$ cat config.mk
export PLATFORM = sky130hd
export DESIGN_NAME = alu_ctrl_pipe
export DESIGN_NICKNAME = d
export VERILOG_FILES = /design/src/rtl/alu_ctrl_pipe.sv
export SDC_FILE = /design/constraint.sdc
export NUM_CORES = 1
export LEC_CHECK = 0
export CORE_AREA = 2 2 46 48
export CTS_CLUSTER_DIAMETER = 40
export CTS_CLUSTER_SIZE = 16
export DETAILED_ROUTE_END_ITERATION = 7
export DIE_AREA = 0 0 48 50
export PLACE_DENSITY = 0.75
export SLEW_MARGIN = 25
export SYNTH_ARGS = -nofsm -noshare
export SYNTH_HDL_FRONTEND = slang
export SYNTH_SLANG_ARGS = --single-unit
export TNS_END_PERCENT = 5
$ cat constraint.sdc
create_clock -name CLK -period 2.45 [get_ports CLK]
set_clock_uncertainty 0.2 [all_clocks]
set_input_delay 0.49 -clock CLK [delete_from_list [all_inputs] [get_ports CLK]]
set_output_delay 0.49 -clock CLK [all_outputs]
set_load 0.005 [all_outputs]
$ cat src/rtl/alu_ctrl_pipe.sv
// -----------------------------------------------------------------------------
// alu_ctrl_pipe
//
// Pipelined ALU control unit for the LEGv8 datapath. Sits between the ID/EX
// boundary and the ALU. It takes {ALUop, Opcode} under a valid/ready handshake,
// decodes the pair into an ALU control word, and registers the result toward EX.
// MUL is iterative and holds the unit for MUL_CYCLES cycles. A branch
// mispredict Flush kills any work that is in flight. Unsupported encodings
// produce the 1111 control word with IllegalOp set.
//
// Parameters
//   OPC_W      opcode field width (>= 11). Decode uses the top 11 bits.
//   CTRL_W     ALU control width (>= 4). Bits above [3:0] are driven 0.
//   MUL_CYCLES MUL occupancy in cycles (>= 1).
//
// Ports
//   CLK       in   sole clock, rising edge
//   Reset_L   in   asynchronous active-low reset, released synchronously
//   InValid   in   upstream request valid
//   InReady   out  unit can accept this cycle (combinational)
//   ALUop     in   main-control ALU op class
//   Opcode    in   instruction opcode field
//   Flush     in   synchronous kill of all in-flight and pending work
//   OutValid  out  ALUCtrl is valid (registered)
//   OutReady  in   EX stage consumes the output
//   ALUCtrl   out  registered ALU control word
//   Busy      out  MUL sequence in progress (registered)
//   IllegalOp out  registered with ALUCtrl; the decoded op was unsupported
// -----------------------------------------------------------------------------
module alu_ctrl_pipe #(
   parameter int OPC_W      = 11,
   parameter int CTRL_W     = 4,
   parameter int MUL_CYCLES = 4
) (
   input  logic              CLK,
   input  logic              Reset_L,
   input  logic              InValid,
   output logic              InReady,
   input  logic [1:0]        ALUop,
   input  logic [OPC_W-1:0]  Opcode,
   input  logic              Flush,
   output logic              OutValid,
   input  logic              OutReady,
   output logic [CTRL_W-1:0] ALUCtrl,
   output logic              Busy,
   output logic              IllegalOp
);

   // The counter only has to reach MUL_CYCLES-2. One bit is always kept so the
   // vector stays legal when MUL_CYCLES is 1.
   localparam int CNT_W = (MUL_CYCLES < 2) ? 1 : $clog2(MUL_CYCLES + 1);

   // When MUL_CYCLES is 1, MUL takes the single-cycle path like any other op.
   localparam bit MUL_MULTI = (MUL_CYCLES > 1);

   localparam logic [CNT_W-1:0] CNT_ZERO = CNT_W'(0);
   localparam logic [CNT_W-1:0] CNT_ONE  = CNT_W'(1);
   localparam logic [CNT_W-1:0] CNT_LOAD = MUL_MULTI ? CNT_W'(MUL_CYCLES - 2) : CNT_W'(0);

   // ALU control encodings
   localparam logic [3:0] CTRL_AND = 4'b0000;
   localparam logic [3:0] CTRL_ORR = 4'b0001;
   localparam logic [3:0] CTRL_ADD = 4'b0010;
   localparam logic [3:0] CTRL_LSL = 4'b0011;
   localparam logic [3:0] CTRL_LSR = 4'b0100;
   localparam logic [3:0] CTRL_SUB = 4'b0110;
   localparam logic [3:0] CTRL_CBZ = 4'b0111;
   localparam logic [3:0] CTRL_MUL = 4'b1000;
   localparam logic [3:0] CTRL_ILL = 4'b1111;

   typedef enum logic {
      ST_IDLE    = 1'b0,
      ST_MULWAIT = 1'b1
   } state_t;

   typedef struct packed {
      logic       ill;
      logic       mul;
      logic [3:0] ctrl;
   } dec_t;

   // Maps {ALUop, opcode} to a control word plus the illegal and multi-cycle flags
   function automatic dec_t decode_fn(input logic [1:0] op, input logic [10:0] opc);
      dec_t d;
      d = '{ill: 1'b1, mul: 1'b0, ctrl: CTRL_ILL};
      case (op)
         2'b00: d = '{ill: 1'b0, mul: 1'b0, ctrl: CTRL_ADD};
         2'b01: d = '{ill: 1'b0, mul: 1'b0, ctrl: CTRL_CBZ};
         2'b10: begin
            casez (opc)
               11'b10001011000: d = '{ill: 1'b0, mul: 1'b0, ctrl: CTRL_ADD};
               11'b11001011000: d = '{ill: 1'b0, mul: 1'b0, ctrl: CTRL_SUB};
               11'b10001010000: d = '{ill: 1'b0, mul: 1'b0, ctrl: CTRL_AND};
               11'b10101010000: d = '{ill: 1'b0, mul: 1'b0, ctrl: CTRL_ORR};
               11'b1011001000?: d = '{ill: 1'b0, mul: 1'b0, ctrl: CTRL_ORR};
               11'b11010011011: d = '{ill: 1'b0, mul: 1'b0, ctrl: CTRL_LSL};
               11'b11010011010: d = '{ill: 1'b0, mul: 1'b0, ctrl: CTRL_LSR};
               11'b10011011000: d = '{ill: 1'b0, mul: 1'b1, ctrl: CTRL_MUL};
               default:         d = '{ill: 1'b1, mul: 1'b0, ctrl: CTRL_ILL};
            endcase
         end
         default: d = '{ill: 1'b1, mul: 1'b0, ctrl: CTRL_ILL};
      endcase
      return d;
   endfunction

   state_t            state_r;
   state_t            state_nxt_s;
   logic [CNT_W-1:0]  cnt_r;
   logic [CNT_W-1:0]  cnt_nxt_s;
   logic              out_valid_r;
   logic              out_valid_nxt_s;
   logic              busy_r;
   logic              busy_nxt_s;
   logic [CTRL_W-1:0] ctrl_r;
   logic [CTRL_W-1:0] ctrl_nxt_s;
   logic              ill_r;
   logic              ill_nxt_s;

   logic [10:0]       opc_top_s;
   dec_t              dec_s;
   logic              in_ready_s;
   logic              accept_s;
   logic              consume_s;
   logic              mul_start_s;
   logic              cnt_zero_s;

   assign opc_top_s = Opcode[OPC_W-1 -: 11];
   assign dec_s     = decode_fn(ALUop, opc_top_s);

   // Input is held off for three reasons: during reset, while MUL runs, and in
   // a Flush cycle. It is also held off while an unconsumed result is parked
   // on the output.
   assign in_ready_s  = Reset_L && (state_r == ST_IDLE) && !Flush && (!out_valid_r || OutReady);
   assign accept_s    = InValid && in_ready_s;
   assign consume_s   = out_valid_r && OutReady;
   assign mul_start_s = accept_s && dec_s.mul && MUL_MULTI;
   assign cnt_zero_s  = (cnt_r == CNT_ZERO);

   // State register plus all registered outputs
   always_ff @(posedge CLK or negedge Reset_L) begin
      if (!Reset_L) begin
         state_r     <= ST_IDLE;
         cnt_r       <= CNT_ZERO;
         out_valid_r <= 1'b0;
         busy_r      <= 1'b0;
         ctrl_r      <= CTRL_W'(1);
         ill_r       <= 1'b0;
      end else begin
         state_r     <= state_nxt_s;
         cnt_r       <= cnt_nxt_s;
         out_valid_r <= out_valid_nxt_s;
         busy_r      <= busy_nxt_s;
         ctrl_r      <= ctrl_nxt_s;
         ill_r       <= ill_nxt_s;
      end
   end

   // Next-state logic: IDLE <-> MULWAIT, and Flush always returns to IDLE
   always_comb begin
      state_nxt_s = state_r;
      case (state_r)
         ST_IDLE: begin
            if (Flush) begin
               state_nxt_s = ST_IDLE;
            end else if (mul_start_s) begin
               state_nxt_s = ST_MULWAIT;
            end else begin
               state_nxt_s = ST_IDLE;
            end
         end
         ST_MULWAIT: begin
            if (Flush) begin
               state_nxt_s = ST_IDLE;
            end else if (cnt_zero_s) begin
               state_nxt_s = ST_IDLE;
            end else begin
               state_nxt_s = ST_MULWAIT;
            end
         end
         default: state_nxt_s = ST_IDLE;
      endcase
   end

   // Output/datapath next values. The branches are in priority order: Flush,
   // then MUL progress, then MUL start, then a new single-cycle result, then
   // a plain consume.
   always_comb begin
      out_valid_nxt_s = out_valid_r;
      busy_nxt_s      = busy_r;
      cnt_nxt_s       = cnt_r;
      ctrl_nxt_s      = ctrl_r;
      ill_nxt_s       = ill_r;
      if (Flush) begin
         // Flush keeps ALUCtrl/IllegalOp so EX never sees the word glitch.
         out_valid_nxt_s = 1'b0;
         busy_nxt_s      = 1'b0;
         cnt_nxt_s       = CNT_ZERO;
      end else if (state_r == ST_MULWAIT) begin
         if (cnt_zero_s) begin
            ctrl_nxt_s      = CTRL_W'(CTRL_MUL);
            ill_nxt_s       = 1'b0;
            out_valid_nxt_s = 1'b1;
            busy_nxt_s      = 1'b0;
         end else begin
            cnt_nxt_s       = cnt_r - CNT_ONE;
         end
      end else if (mul_start_s) begin
         // Acceptance implies any parked result is consumed this cycle.
         cnt_nxt_s       = CNT_LOAD;
         busy_nxt_s      = 1'b1;
         out_valid_nxt_s = 1'b0;
      end else if (accept_s) begin
         ctrl_nxt_s      = CTRL_W'(dec_s.ctrl);
         ill_nxt_s       = dec_s.ill;
         out_valid_nxt_s = 1'b1;
      end else if (consume_s) begin
         out_valid_nxt_s = 1'b0;
      end else begin
         out_valid_nxt_s = out_valid_r;
      end
   end

   assign InReady   = in_ready_s;
   assign OutValid  = out_valid_r;
   assign Busy      = busy_r;
   assign ALUCtrl   = ctrl_r;
   assign IllegalOp = ill_r;

endmodule

======== After elaboration in Yosys (flattened, before gate mapping) ========
Index checks and enable logic that the tools add are counted.
cells by class
  add/subtract/negate cells ............... 1
  eq/ne operators ......................... 14
  muxes and demuxes ....................... 28
  bitwise operators ....................... 2
  reduce and logical (&&, ||, !) cells .... 19
operator list
  kind                                                                   number
  11-bit equality test, second input constant                            7
  6-bit one-hot mux with 7 select lines                                  1
  6-bit one-hot mux with 3 select lines                                  1
  1-bit two-way mux                                                      17
  4-bit two-way mux                                                      4
  3-bit two-way mux                                                      4
  10-bit equality test, second input constant                            1
  1-bit logical AND                                                      6
  2-bit AND reduction                                                    3
  5-bit nonzero test                                                     1
  4-bit AND reduction                                                    1
  3-bit logical NOT                                                      1
  3-bit by 2-bit != test with 1-bit output, second input constant        1
  3-bit != test, second input constant                                   1
  3-bit nonzero test                                                     1
  3-bit by 1-bit subtractor with 3-bit output, second input constant     1
  2-bit by 1-bit equality test with 1-bit output, second input constant  1
  2-bit equality test, second input constant                             1
  1-bit logical NOT                                                      2
  2-bit logical NOT                                                      1
  2-bit by 1-bit != test with 1-bit output, second input constant        1
  2-bit != test, second input constant                                   1
  1-bit NOT                                                              2
  1-bit one-hot mux with 2 select lines                                  1
  other kinds (3)                                                        3
storage, ports and cells
  register bits ........................... 11

======== Longest topological paths before layout ========
  depth in word-level cells ............... 9
  depth in mapped cells ................... 7
  gate-level depth less buffers ........... 7

======== Worst setup path after synthesis ========
No wires, ideal clock.
  kind .................................... input to register
  start point ............................. input port Flush
  end point ............................... register cnt_r[2]
  arrival ................................. 1.626 ns
  data required time ...................... 2.112 ns
  path slack .............................. 0.486 ns
  stages on the path ...................... 5
  path through ............................ clkbuf_1 > nor4b_4 > or3b_4 > nand3b_1 > a21oi_1
on the way
  cells in the longest elaborated chain, start to end .. 7
RTL lines
  what                             line  source
  from (decl)                      41    input logic Flush,
  1-bit logical NOT                134   assign in_ready_s = Reset_L && (state_r == ST_IDLE) && !Flush && (!out_valid_r || OutReady);
  1-bit logical AND (2 in series)  134
  1-bit logical AND                135   assign accept_s = InValid && in_ready_s;
  1-bit logical AND                137   assign mul_start_s = accept_s && dec_s.mul && MUL_MULTI;
  3-bit nonzero test (no line)     n/a
  2-bit AND reduction (no line)    n/a
  to (signal assigned)             151   cnt_r <= cnt_nxt_s;
  to (decl)                        109   logic [CNT_W-1:0] cnt_r;
Parallel ways exist; a longest one is shown, timed or not.
A chain may end at the register's enable or synchronous reset.

======== Worst setup path after layout ========
  start point ............................. input port Opcode[1]
  end point ............................... register ctrl_r[2] (netlist: ALUCtrl[2])
on the way
  cells in the longest elaborated chain, start to end .. 7
RTL lines
  what                                                                line      source
  from (decl)                                                         40        input logic [OPC_W-1:0] Opcode,
  11-bit equality test or 10-bit equality test (tied branches)        90        casez (opc)
  2-bit OR reduction (no line)                                        n/a
  6-bit one-hot mux with 7 select lines *                             90
  6-bit one-hot mux with 3 select lines *                             86        case (op)
  1-bit logical AND or 4-bit two-way mux (tied branches)              137, 213
  2-bit != test (no line) or 4-bit two-way mux (tied branches)        n/a
  4-bit AND reduction (no line) or 4-bit two-way mux (tied branches)  n/a
  to (signal assigned)                                                154       ctrl_r <= ctrl_nxt_s;
  to (decl)                                                           115       logic [CTRL_W-1:0] ctrl_r;
Every way passes the cells marked *; elsewhere a longest branch is shown, timed or not. The select of a mux whose other input is x is not followed.

==> reports/metrics.cfg <==
[outcome]
outcome=complete, no violations

[worst_setup_path]
critPathArrivalTime_ns=2.19
critPathMaxFanout=7
endpoint_kind=register
criticalPathCategory=primary input to register
required_ns=2.42
worst_setup_path_start_kind=primary input

[cts]
insertion_delay_ns=0.28
cts.clk_slew.worst_paths_ns=0.07
tritoncts.num_buffers=3
cts_resized=1
post_cts_buffers=0
clockBufferDepth=2
cts.root.buffer_cell=clkbuf_4
cts_sinks=11
cts_tree=built
cts_max_level=1
hold_buffers=0

[detailed_routing]
post_drt_wl_per_cell_um=12.7
ant_nets=0
postRouteWirelength_um=1890
drc=0
dr.first_iter.drc_count=18
firstDrtPassIters=4
num_vias=820
viasPerCell=5.50

[floorplan]
dieArea_sq_um=2400
core_area_sq_um=1900
die_w_um=48
rows=16
die_h_um=50
start_util=0.424
pin_count=26

[power_and_ir_drop]
p_int_uw=330
pwr-share-comb=0.259
power_frac_clock=0.287
powerDensity_nw_per_um2=384
seq_power_share=0.454
switchingPower_uw=116
vdd_drop_max_uv=252
power_uw=446
p_sw_frac=0.260
p_leak_uw=0.000467

[synth]
netlist_instances=87
synth_area_per_cell_sq_um=9.26
yosys_warnings=0
ys_dominant_reg_cell=dfrtp_1
synth-seq-cells=11
synth-edff-count=0
syn_nets=107
yosysUniqueCellTypes=42
ys_seq_area_frac=0.343
synthesis.area_sq_um=806
asyncSetResetFlopFracSynth=1.00

[timing]
drv_slew=0
worst_slew_pin_slew_ns=0.337
timing.fmax_ghz=0.450
period_needed_ns=2.22
hold_violations=0
fin_crit_sh=0.906
rsz0062_at_grt=false
holdWs_ns=0.283
maxSlewHeadroom=0.775
setup_viol=0

[hold_path]
min_path_type=register to register

[placed_design]
dpl.hpwl_um=1490
place_inst=145
io_buffers=25
gp_congestion=0.810

[grt]
grt_pass1_wl_um=2990
grtUsageTotal=0.177
grt_antenna_before_repair=0
grt_start_max_net_pins=12
grt_pass1_vias=722
grt_overflow_total=0

[layout]
syn2layout_area_growth_pct=44.1
stdcell_count=149
drive_gt1_frac=0.180
fill_cells=164
nets=143
diodes=0

[flow_run]
cap_violations=0

cell usage after synthesis (all sizes together), types with 2 or more instances:
| master | number | area [sq um] |
|---|---|---|
| nor2b | 2 | 12.5 |
| and3b | 2 | 17.5 |
| nor4b | 3 | 47.5 |
| ha | 2 | 25.0 |
| inv | 2 | 7.51 |
| o211ai | 2 | 15.0 |
| o21ai | 6 | 33.8 |
| nand2 | 9 | 33.8 |
| nand3 | 2 | 10.0 |
| nor2 | 4 | 15.0 |
| nand2b | 3 | 26.3 |
| nor3 | 4 | 20.0 |
| nor3b | 2 | 15.0 |
| dfrtp | 10 | 250 |
| nand3b | 6 | 45.0 |
| a21oi | 7 | 38.8 |
per-layer routing:
metal	global-route usage	wire, um
met1	0.213	832
met2	0.267	931
met3	0.0366	72
met4	0.126	50
met5	0	0
worst max-delay path, cell delays in order:
cell and delay [ns]:
clkdlybuf4s50_1 0.46, nor4b_2 0.33, nand4_1 0.25, o21ai_2 0.32
nor3_1 0.11, a221oi_1 0.23
layout by cell type, fill, tap and decap left out, types with 2 or more instances in the layout:
master | netlist | final
clkdlybuf4s50_1 | 0 | 24
dfrtp_1 | 10 | 10
nand2_1 | 9 | 9
buf_4 | 0 | 8
nand3b_1 | 6 | 6
a21oi_1 | 6 | 6
o21ai_0 | 5 | 5
nor3_1 | 4 | 4
nor2_1 | 4 | 4
clkbuf_4 | 0 | 3
inv_1 | 2 | 2
nor2b_1 | 2 | 2
nand2b_1 | 2 | 2
and3b_1 | 2 | 2
o211ai_1 | 2 | 2
nand3_1 | 2 | 2
nor3b_1 | 2 | 2
ha_1 | 2 | 2
kinds of logic after synthesis:
kind of cell / after synthesis / share of synthesized area
AO/OA/AOI/OAI: 21 / 0.168
XOR/XNOR: 1 / 0.0109
adder cells (fa/ha/maj): 2 / 0.0311
buffers and inverters: 4 / 0.0279
flip-flops: 11 / 0.343
multiplexers: 1 / 0.0140
AND/OR/NAND/NOR: 47 / 0.405
power by group through the flow:
stage               Sequential [uW]  Combinational [uW]  Clock, uW
finish                          203                 115        128
detailed placement              207                 116          0
floorplan                       207                35.2          0
global route                    204                 127        140
CTS                             203                 116        134
global placement                206                 115          0
final cells by class:
class	count	area, sq um	share of cell area
well taps	27	33.8	0.0291
inverters	2	7.51	0.00647
repair buffers	33	309	0.266
clock inverters	1	5.00	0.00431
flip-flops and latches	11	277	0.238
multi-input cells	72	507	0.436
clock buffers	3	22.5	0.0194
path summary, 6_finish.rpt:
check | startpoint | endpoint | slack [ns] | cells past startpoint
max | Opcode[1] | ALUCtrl[2] | 0.23 | 6
min in group asynchronous | Reset_L | state_r | 0.39 | 2
min | ALUCtrl[0] | ALUCtrl[0] | 0.28 | 2
max in group asynchronous | Reset_L | ALUCtrl[0] | 1.42 | 2
min reg2reg | ALUCtrl[0] | ALUCtrl[0] | 0.28 | 2
max reg2reg | state_r | ALUCtrl[1] | 0.62 | 7
flip-flops by register name, summed over array words and instances (netlist names):
| register | flops |
|---|---|
| ALUCtrl | 4 |
| cnt_r | 3 |
| Busy | 1 |
| IllegalOp | 1 |
| OutValid | 1 |
| state_r | 1 |
per-stage QoR:
stage	instance area (sq um)	TNS [ns]	worst slack, ns	utilization
after floorplan	806	0	0.486	-
after global placement	1130	-0.00238	-0.00238	0.597
after detailed placement	1130	-0.168	-0.0402	0.597
after CTS	1160	0	0.235	0.611
after global routing	1160	0	0.0115	0.611
final	1160	0	0.230	0.611
(Power assumes the default switching activity.)
